`config.mk`:
```
export PLATFORM = sky130hd
export DESIGN_NAME = freq_meter_flat
export DESIGN_NICKNAME = d
export VERILOG_FILES = /design/src/rtl/freq_meter_if.sv /design/src/rtl/freq_meter.sv /design/src/flat_wrapper.sv
export SDC_FILE = /design/constraint.sdc
export NUM_CORES = 1
export LEC_CHECK = 0
export CAP_MARGIN = 40
export CORE_ASPECT_RATIO = 1.75
export CORE_UTILIZATION = 64
export CTS_BUF_LIST = sky130_fd_sc_hd__clkbuf_4 sky130_fd_sc_hd__clkbuf_8
export DETAILED_ROUTE_END_ITERATION = 16
export GPL_TIMING_DRIVEN = 0
export PLACE_DENSITY = 0.95
export SYNTH_ARGS = -nofsm -noshare
export SYNTH_HDL_FRONTEND = slang
export SYNTH_SLANG_ARGS = --single-unit
export TNS_END_PERCENT = 50
```
`constraint.sdc`:
```
create_clock -name clkin -period 5.63 [get_ports clkin]
set_input_delay 1.126 -clock clkin [delete_from_list [all_inputs] [get_ports clkin]]
set_output_delay 1.126 -clock clkin [all_outputs]
set_load 0.005 [all_outputs]
```
`src/rtl/freq_meter_if.sv`:
```
// freq_meter_if: enable/input and published-measurement signals of the frequency meter
interface freq_meter_if #(
  parameter int CNT_W = 32
);
  logic             en;
  logic             sig_in;
  logic [CNT_W-1:0] freq;
  logic             freq_valid;
  logic             overflow;
  logic             busy;
  modport master (output en, sig_in, input freq, freq_valid, overflow, busy);
  modport slave  (input en, sig_in, output freq, freq_valid, overflow, busy);
endinterface

```
`src/rtl/freq_meter.sv`:
```
// freq_meter: gated edge counter measuring an asynchronous input over a GATE_MS window
module freq_meter #(
  parameter int CLK_FREQ = 100000000,
  parameter int GATE_MS  = 1000,
  parameter int CNT_W    = 32
) (
  input logic         clkin,
  input logic         rst,
  freq_meter_if.slave bus
);
  localparam int PRE_N = CLK_FREQ / 1000;
  localparam int PRE_W = PRE_N > 1 ? $clog2(PRE_N) : 1;
  localparam int MS_W  = GATE_MS > 1 ? $clog2(GATE_MS) : 1;
  localparam logic [PRE_W-1:0] PRE_MAX = PRE_W'(PRE_N - 1);
  localparam logic [MS_W-1:0]  MS_MAX  = MS_W'(GATE_MS - 1);
  typedef enum logic {IDLE, COUNT} state_e;
  state_e           state_q;
  logic             sync1_q, sync2_q, prev_q;
  logic [PRE_W-1:0] pre_q;
  logic [MS_W-1:0]  ms_q;
  logic [CNT_W-1:0] cnt_q, cnt_d, freq_q;
  logic             sat_q, sat_d, valid_q, ovf_q;
  logic             rise, ms_tick, last, cnt_full;
  assign rise     = sync2_q & ~prev_q;
  assign ms_tick  = pre_q == PRE_MAX;
  assign last     = (state_q == COUNT) && ms_tick && (ms_q == MS_MAX);
  assign cnt_full = &cnt_q;
  // the closing cycle's edge is folded in here so it lands in the published result
  assign cnt_d    = (rise && !cnt_full) ? cnt_q + CNT_W'(1) : cnt_q;
  assign sat_d    = sat_q | (rise & cnt_full);
  always_ff @(posedge clkin) begin
    if (rst) begin
      state_q <= IDLE;
      sync1_q <= 1'b0;
      sync2_q <= 1'b0;
      prev_q  <= 1'b0;
      pre_q   <= '0;
      ms_q    <= '0;
      cnt_q   <= '0;
      sat_q   <= 1'b0;
      freq_q  <= '0;
      valid_q <= 1'b0;
      ovf_q   <= 1'b0;
    end else begin
      sync1_q <= bus.sig_in;
      sync2_q <= sync1_q;
      prev_q  <= sync2_q;
      valid_q <= last;
      state_q <= bus.en ? COUNT : IDLE;
      if (last) begin
        freq_q <= cnt_d;
        ovf_q  <= sat_d;
      end
      // counters run only mid-window; idle, abort and window end all restart them at 0
      if (state_q == COUNT && bus.en && !last) begin
        pre_q <= ms_tick ? '0 : pre_q + PRE_W'(1);
        ms_q  <= ms_tick ? ms_q + MS_W'(1) : ms_q;
        cnt_q <= cnt_d;
        sat_q <= sat_d;
      end else begin
        pre_q <= '0;
        ms_q  <= '0;
        cnt_q <= '0;
        sat_q <= 1'b0;
      end
    end
  end
  assign bus.freq       = freq_q;
  assign bus.freq_valid = valid_q;
  assign bus.overflow   = ovf_q;
  assign bus.busy       = state_q == COUNT;
endmodule

```
`src/flat_wrapper.sv`:
```
// flat-port wrapper written by rule: the top's interface ports become plain ports
module freq_meter_flat 
#(
  parameter int CLK_FREQ = 100000000,
  parameter int GATE_MS  = 1000,
  parameter int CNT_W    = 32
)
  (clkin, rst, bus_en, bus_sig_in, bus_freq, bus_freq_valid, bus_overflow, bus_busy);
  freq_meter_if #(.CNT_W(CNT_W)) bus_i ();
  input logic clkin;
  input logic rst;
  input wire logic [$bits(bus_i.en)-1:0] bus_en;
  input wire logic [$bits(bus_i.sig_in)-1:0] bus_sig_in;
  output wire logic [$bits(bus_i.freq)-1:0] bus_freq;
  output wire logic [$bits(bus_i.freq_valid)-1:0] bus_freq_valid;
  output wire logic [$bits(bus_i.overflow)-1:0] bus_overflow;
  output wire logic [$bits(bus_i.busy)-1:0] bus_busy;
  assign bus_i.en = bus_en;
  assign bus_i.sig_in = bus_sig_in;
  assign bus_freq = bus_i.freq;
  assign bus_freq_valid = bus_i.freq_valid;
  assign bus_overflow = bus_i.overflow;
  assign bus_busy = bus_i.busy;
  freq_meter #(.CLK_FREQ(CLK_FREQ), .GATE_MS(GATE_MS), .CNT_W(CNT_W)) u_core (.clkin(clkin), .rst(rst), .bus(bus_i));
endmodule
```
==> results by group, run 1 <==
Finish
  – Layout cells sized above 1: 0.0858
  – Multi-input logic area: 2110 um2
  – Fillers: 429
  – Final core utilization: 0.775
  – Layout overhead on the synthesized area: 16.2%
  – Sequential Area: 1960 um2
  – Final std cells w/o fill: 593
  – Diode count: 0
  – # nets final: 516

Global route
  – Total grt overflow: 0
  – Initial antenna violation count: 0
  – Vias in the first global route: 3648
  – First-pass GRT wire length: 16300 um
  – Overall Global Routing Usage: 0.313
  – Largest net degree at the start of global routing: 15

Clock network
  – CTS sink count: 98
  – Clock buffer depth: 2
  – Cts repair resizes: 0
  – Clk slew on worst S/H paths: 0.09 ns
  – Cts hold-fix bufs: 0
  – # H-tree levels: 3
  – Worst skew pair latency: 0.38 ns
  – Clk root buf: clkbuf_8
  – TritonCTS clock tree: yes
  – # Post-CTS Setup Buffers: 0
  – CTS Buf Count: 9

STA
  – Setup violators final: 0
  – Max_slew headroom: 0.530
  – Final min period: 3.06 ns
  – Count of final hold-check violations: 0
  – Worst-Margin Slew: 0.700 ns
  – RSZ-0062 raised after global routing: no
  – Slew Viols, Final: 0
  – Setup_tns: 0 ns
  – Hold WS: 0.455 ns
  – Period utilisation layout: 0.544
  – Maximum clock frequency: 327 MHz
  – Final Skew: 0.00775 ns

Routing
  – Vias: 3667
  – DRT antenna net count: 0
  – Drt total wl: 9910 um
  – Vias per std cell: 6.18
  – Starting DRT DRC Count: 252
  – Wire per inst: 16.7 um
  – Drt drc: 0
  – Drt pass-1 iters: 5

Job
  – Max Cap Violations: 0

Power and ir drop
  – P per Cell Area: 241 nW/um2
  – Pleak: 0.00155 uW
  – Tot Pwr: 1170 uW
  – IR Drop Worst-Case VDD: 0.229 mV

Worst setup path
  – Delay of the slowest cell on the worst path: 0.67 ns
  – CP required: 5.87 ns
  – Worst Setup Start Kind: register
  – Critical path capture point type: register
  – Crit Reg-Reg Startpoint: u_core.cnt_q[13]
  – R2R depth: 7
  – CP cell instances: nand4_2 > or4_1 > buf_2 > nor4_4 > nor3_1 > xnor2_1 > a211oi_1
  – Kind of critical path: register to register
  – Worst Path Arrival: 3.30 ns
  – CP delay by family, top: simple AND/OR/NAND/NOR gates
  – Crit-path max FO: 10
  – CP bufs+invs: 1
  – Worst-case register-to-register setup slack: 2.57 ns
  – R2R Path End: u_core.bus.freq[31]
  – CP max stage cell: nor4_4

Floorplan
  – Site row count: 38
  – Chip width: 63.1 um
  – Die area: 6880 um2
  – Initial Util: 0.667
  – Core area: 6280 um2
  – Die height: 109 um
  – # IOs: 39

Yosys
  – Synth Flop Type: dfxtp_1
  – Syn Area/Cell: 9.10 um2
  – Asr flop ratio synth: 0
  – Synthesized area: 4190 um2
  – Synthesized instance count: 460
  – Synth cell types: 40
  – Post-synth EDFFs: 0
  – Post-synthesis register bit count: 98
  – Sequential share of the synthesized area: 0.469
  – Ys Warns: 0
  – Post-synth net total: 467

Placement
  – Routability Congestion: 1.00
  – DP HPWL: 7110 um
  – PortBufs: 38
  – DP Cell Count: 578

Status
  – Status: finished, final reports clean

Worst hold path
  – Hold path cells: 1
  – Hold WC Path Type: register to register
  – Hold wc startpoint: u_core.pre_q[0]
  – Hold endpoint: u_core.pre_q[0]
==> through the flow <==
stage	setup WS [ns]	area, um2
2_1_floorplan	3.30	4190
3_3_place_gp	2.95	4670
3_5_place_dp	2.82	4670
4_1_cts	2.74	4860
5_1_grt	2.54	4860
6_report	2.57	4860
==> area by class of cell <==
class,instances,share of cell area
Inverter,4,0.00309
Tap cell,80,0.0206
Timing Repair Buffer,38,0.0782
Buffer,21,0.0198
Multi-Input combinational cell,337,0.434
Clock buffer,13,0.0329
Clock inverter,2,0.00772
Sequential cell,98,0.403
==> worst max path at each step <==
stage / from / endpoint / cells past startpoint
2_1_floorplan: u_core.cnt_q[13] / u_core.bus.freq[8] / 8
3_3_place_gp: u_core.cnt_q[13] / u_core.bus.freq[31] / 7
3_5_place_dp: u_core.pre_q[0] / u_core.ms_q[6] / 8
4_1_cts: u_core.cnt_q[13] / u_core.bus.freq[31] / 7
5_1_grt: u_core.cnt_q[13] / u_core.bus.freq[31] / 7
6_report: u_core.cnt_q[13] / u_core.bus.freq[31] / 7
==> layer usage <==
layer	track usage	share of wire	up-vias	wire length [um]
met4	0.234	0.056	0	558
met3	0.0952	0.056	62	553
li1	-	-	1706	-
met1	0.297	0.35	1747	3480
met5	0	0	-	0
met2	0.560	0.54	152	5330
==> cells by family (layout without fill, tap and decap cells) <==
group	Yosys count	count (layout)	synth area share
AND/OR/NAND/NOR	239	239	0.305
flip-flops	98	98	0.469
AO/OA/AOI/OAI	41	41	0.0675
multiplexers	4	4	0.0102
buffers and inverters	25	78	0.0266
XOR/XNOR	50	50	0.114
adder cells (fa/ha/maj)	3	3	0.00897
==> cells in the final DEF, fill, tap and decap left out, types with 2 or more instances in the layout <==
cell	n
or3_1	4
buf_2	5
nand2_1	24
nor3_1	8
or4_1	2
and3_1	13
nand3b_1	2
clkbuf_4	3
a21oi_1	7
clkbuf_1	14
nor2b_1	9
ha_1	3
nor2_1	99
clkdlybuf4s50_1	38
mux2_2	2
and2_1	4
nand3_2	6
xor2_1	20
xor2_2	5
a211oi_1	30
o21ai_0	2
nor4_1	8
xnor2_1	25
inv_1	4
nor3b_1	2
nand3_1	23
mux2i_1	2
and4_1	4
nand4_2	4
nor4_4	3
clkbuf_8	10
dfxtp_1	98
nand4_1	18
==> cell usage after synthesis (all sizes together), types with 7 or more instances <==
library cell	count	area [um2]
a211oi	30	225
a21oi	7	35.0
and3	13	81.3
buf	7	43.8
clkbuf	14	52.6
dfxtp	98	1960
nand2	24	90.1
nand3	29	175
nand4	22	163
nor2	99	372
nor2b	9	56.3
nor3	8	40.0
nor4	11	114
xnor2	25	219
xor2	25	257
==> worst reg2reg max path, cell delays in order (launching register included) <==
cell	delay [ns]
dfxtp_1	0.51
nand4_2	0.28
or4_1	0.54
buf_2	0.18
nor4_4	0.67
nor3_1	0.16
xnor2_1	0.41
a211oi_1	0.17
==> power breakdown <==
part,leakage [uW],internal (uW),switching [uW]
clock,0.000100,230,230
combinational,0.000661,5.47,11.4
sequential,0.000790,694,1.27
==> sequential cells by signal, summed over array words and instances (netlist names) <==
| name | flops |
|---|---|
| u_core.sync2_q | 1 |
| u_core.bus.freq_valid | 1 |
| u_core.bus.overflow | 1 |
| u_core.bus.freq | 32 |
| u_core.pre_q | 17 |
| u_core.sat_q | 1 |
| u_core.cnt_q | 32 |
| u_core.prev_q | 1 |
| u_core.bus.busy | 1 |
| u_core.sync1_q | 1 |
| u_core.ms_q | 10 |
Note: power is estimated with default switching activity, not from simulation.
==> inputs of run 2 (changes only) <==
--- a/config.mk
+++ b/config.mk
@@ -7,11 +7,11 @@
 export LEC_CHECK = 0
 export CAP_MARGIN = 40
 export CORE_ASPECT_RATIO = 1.75
-export CORE_UTILIZATION = 64
+export CORE_UTILIZATION = 53
 export CTS_BUF_LIST = sky130_fd_sc_hd__clkbuf_4 sky130_fd_sc_hd__clkbuf_8
 export DETAILED_ROUTE_END_ITERATION = 16
 export GPL_TIMING_DRIVEN = 0
-export PLACE_DENSITY = 0.95
+export PLACE_DENSITY = 0.88
 export SYNTH_ARGS = -nofsm -noshare
 export SYNTH_HDL_FRONTEND = slang
 export SYNTH_SLANG_ARGS = --single-unit
==> constraint.sdc (replaced) <==
create_clock -name clkin -period 2.8 [get_ports clkin]
set_input_delay 0.56 -clock clkin [delete_from_list [all_inputs] [get_ports clkin]]
set_output_delay 0.56 -clock clkin [all_outputs]
set_load 0.005 [all_outputs]
==> run 2 against run 1 <==
  * Sequential cell count is the same
  * Sequential power rose by 100%
  * Highest routed layer unchanged
  * Wire length fell by 5.5%
  * Clock power up 70%
  * Worst hold slack worse by 0.0070 ns
  * Clock-buffer cell count is 3 lower
  * Critical path depth is 1 higher
==> results by group, run 2 (synthesis gave the netlist of run 1 again) <==
Routing
  – DRT antenna net count: 0
  – Drt pass-1 iters: 5
  – Drt drc: 0
  – Drt total wl: 9370 um
  – Starting DRT DRC Count: 275
  – Vias: 3544
  – Vias per std cell: 5.90
  – Wire per inst: 15.6 um

Power and ir drop
  – Pleak: 0.00156 uW
  – Tot Pwr: 2210 uW
  – P per Cell Area: 456 nW/um2
  – IR Drop Worst-Case VDD: 0.338 mV

Floorplan
  – Die height: 120 um
  – Site row count: 42
  – Initial Util: 0.549
  – Die area: 8270 um2
  – Core area: 7620 um2
  – # IOs: 39
  – Chip width: 69.2 um

Worst setup path
  – Crit-path max FO: 9
  – Worst-case register-to-register setup slack: 0.06 ns
  – CP required: 3.08 ns
  – CP Capture Point: u_core.bus.freq[8]
  – Critical path capture point type: register
  – R2R Path End: u_core.bus.freq[8]
  – Worst Path Arrival: 3.02 ns
  – Kind of critical path: register to register
  – R2R depth: 8
  – Crit Reg-Reg Startpoint: u_core.cnt_q[13]
  – Worst Setup Start Kind: register
  – CP startpoint: u_core.cnt_q[13]

Clock network
  – Clock buffer depth: 2
  – Worst skew pair latency: 0.37 ns
  – CTS Buf Count: 9
  – TritonCTS clock tree: yes
  – CTS sink count: 98
  – # H-tree levels: 3
  – Clk root buf: clkbuf_8
  – Clk slew on worst S/H paths: 0.08 ns

Global route
  – First-pass GRT wire length: 15900 um
  – Largest net degree at the start of global routing: 15
  – Initial antenna violation count: 0
  – Total grt overflow: 0
  – Vias in the first global route: 3670
  – Overall Global Routing Usage: 0.241

Placement
  – DP HPWL: 7100 um
  – PortBufs: 38
  – Routability Congestion: 0.965

Job
  – Max Cap Violations: 0

Finish
  – Diode count: 0
  – Layout overhead on the synthesized area: 16.0%
  – Layout cells sized above 1: 0.0994
  – # nets final: 517
  – Commonest cells after routing, fill and taps aside: nor2_1, dfxtp_1, clkdlybuf4s50_1
  – Most common cell after layout, fill and taps aside: nor2_1

STA
  – Period utilisation layout: 0.978
  – Worst-Margin Slew: 0.594 ns
  – RSZ-0062 raised after global routing: yes
  – Slew Viols, Final: 0
  – Final Skew: 0.00528 ns
  – Hold WS: 0.448 ns
  – Setup violators final: 0
  – Maximum clock frequency: 365 MHz
  – Final min period: 2.74 ns
  – Max_slew headroom: 0.601
  – Count of final hold-check violations: 0

Worst hold path
  – Hold WC Path Type: register to register

Status
  – Status: finished, final reports clean
==> run 2: cell types whose count changed in the layout (fill, tap and decap cells not counted), sizes merged <==
| cell | previous run | this run |
|---|---|---|
| buf | 7 | 8 |
| bufinv | 1 | 0 |
| clkbuf | 27 | 24 |
| clkinv | 0 | 4 |
| clkinvlp | 1 | 0 |
==> run 2: per-layer routing <==
metal,part of all wire,global-route usage
met3,0.050,0.0529
met5,0,0
met1,0.36,0.230
met2,0.54,0.434
met4,0.056,0.193
==> run 2: layout make-up <==
| cell class | instances | area [um2] |
|---|---|---|
| multi-input combinational | 337 | 2120 |
| inverter | 4 | 15.0 |
| timing repair buffer | 39 | 388 |
| fill | 618 | 2760 |
| buffer | 21 | 103 |
| tap | 88 | 110 |
| clock inverter | 4 | 20.0 |
| clock buffer | 10 | 138 |
| sequential | 98 | 1960 |
==> run 2: metrics by stage <==
step	TNS [ns]	area, um2	cells	utilization	setup slack (ns)
final	0	4860	601	0.638	0.0613
after global routing	-0.0857	4860	601	0.638	-0.0275
after floorplan	0	4190	460	-	0.472
after global placement	0	4680	586	0.614	0.0816
after CTS	0	4840	600	0.635	0.0462
after detailed placement	-0.00345	4680	586	0.614	-0.00345
==> run 2: how the worst min path moves through the flow <==
stage | start | to | cells past startpoint
final | u_core.pre_q[0] | u_core.pre_q[0] | 1
after global routing | u_core.pre_q[0] | u_core.pre_q[0] | 1
after CTS | u_core.pre_q[0] | u_core.pre_q[0] | 1
after detailed placement | u_core.pre_q[0] | u_core.pre_q[0] | 1
after global placement | u_core.pre_q[0] | u_core.pre_q[0] | 1
after floorplan | u_core.pre_q[0] | u_core.pre_q[0] | 1
==> run 2: report_power, final <==
group | internal, uW | leakage [uW] | switching [uW]
Clock | 331 | 0.0000875 | 451
Combinational | 11.4 | 0.000681 | 23.1
Sequential | 1400 | 0.000790 | 2.62
Total | 1740 | 0.00156 | 476
==> run 2: what timing repair did <==
action                                  4_1_cts  5_1_grt
endpoints found under the setup margin       26       68
cloned                                        0        0
pin swaps                                     0        2
setup buffers                                 0        1
gates resized for setup                       4        4
hold buffers                                  0        0
==> run 2: critical path: stages (launching register included) <==
cell and delay [ns]:
dfxtp_1 0.52, nand4_2 0.26, or4_1 0.53, buf_2 0.20, or4_4 0.54, buf_6 0.17
nand4_2 0.12, xor2_2 0.08, a211oi_1 0.25
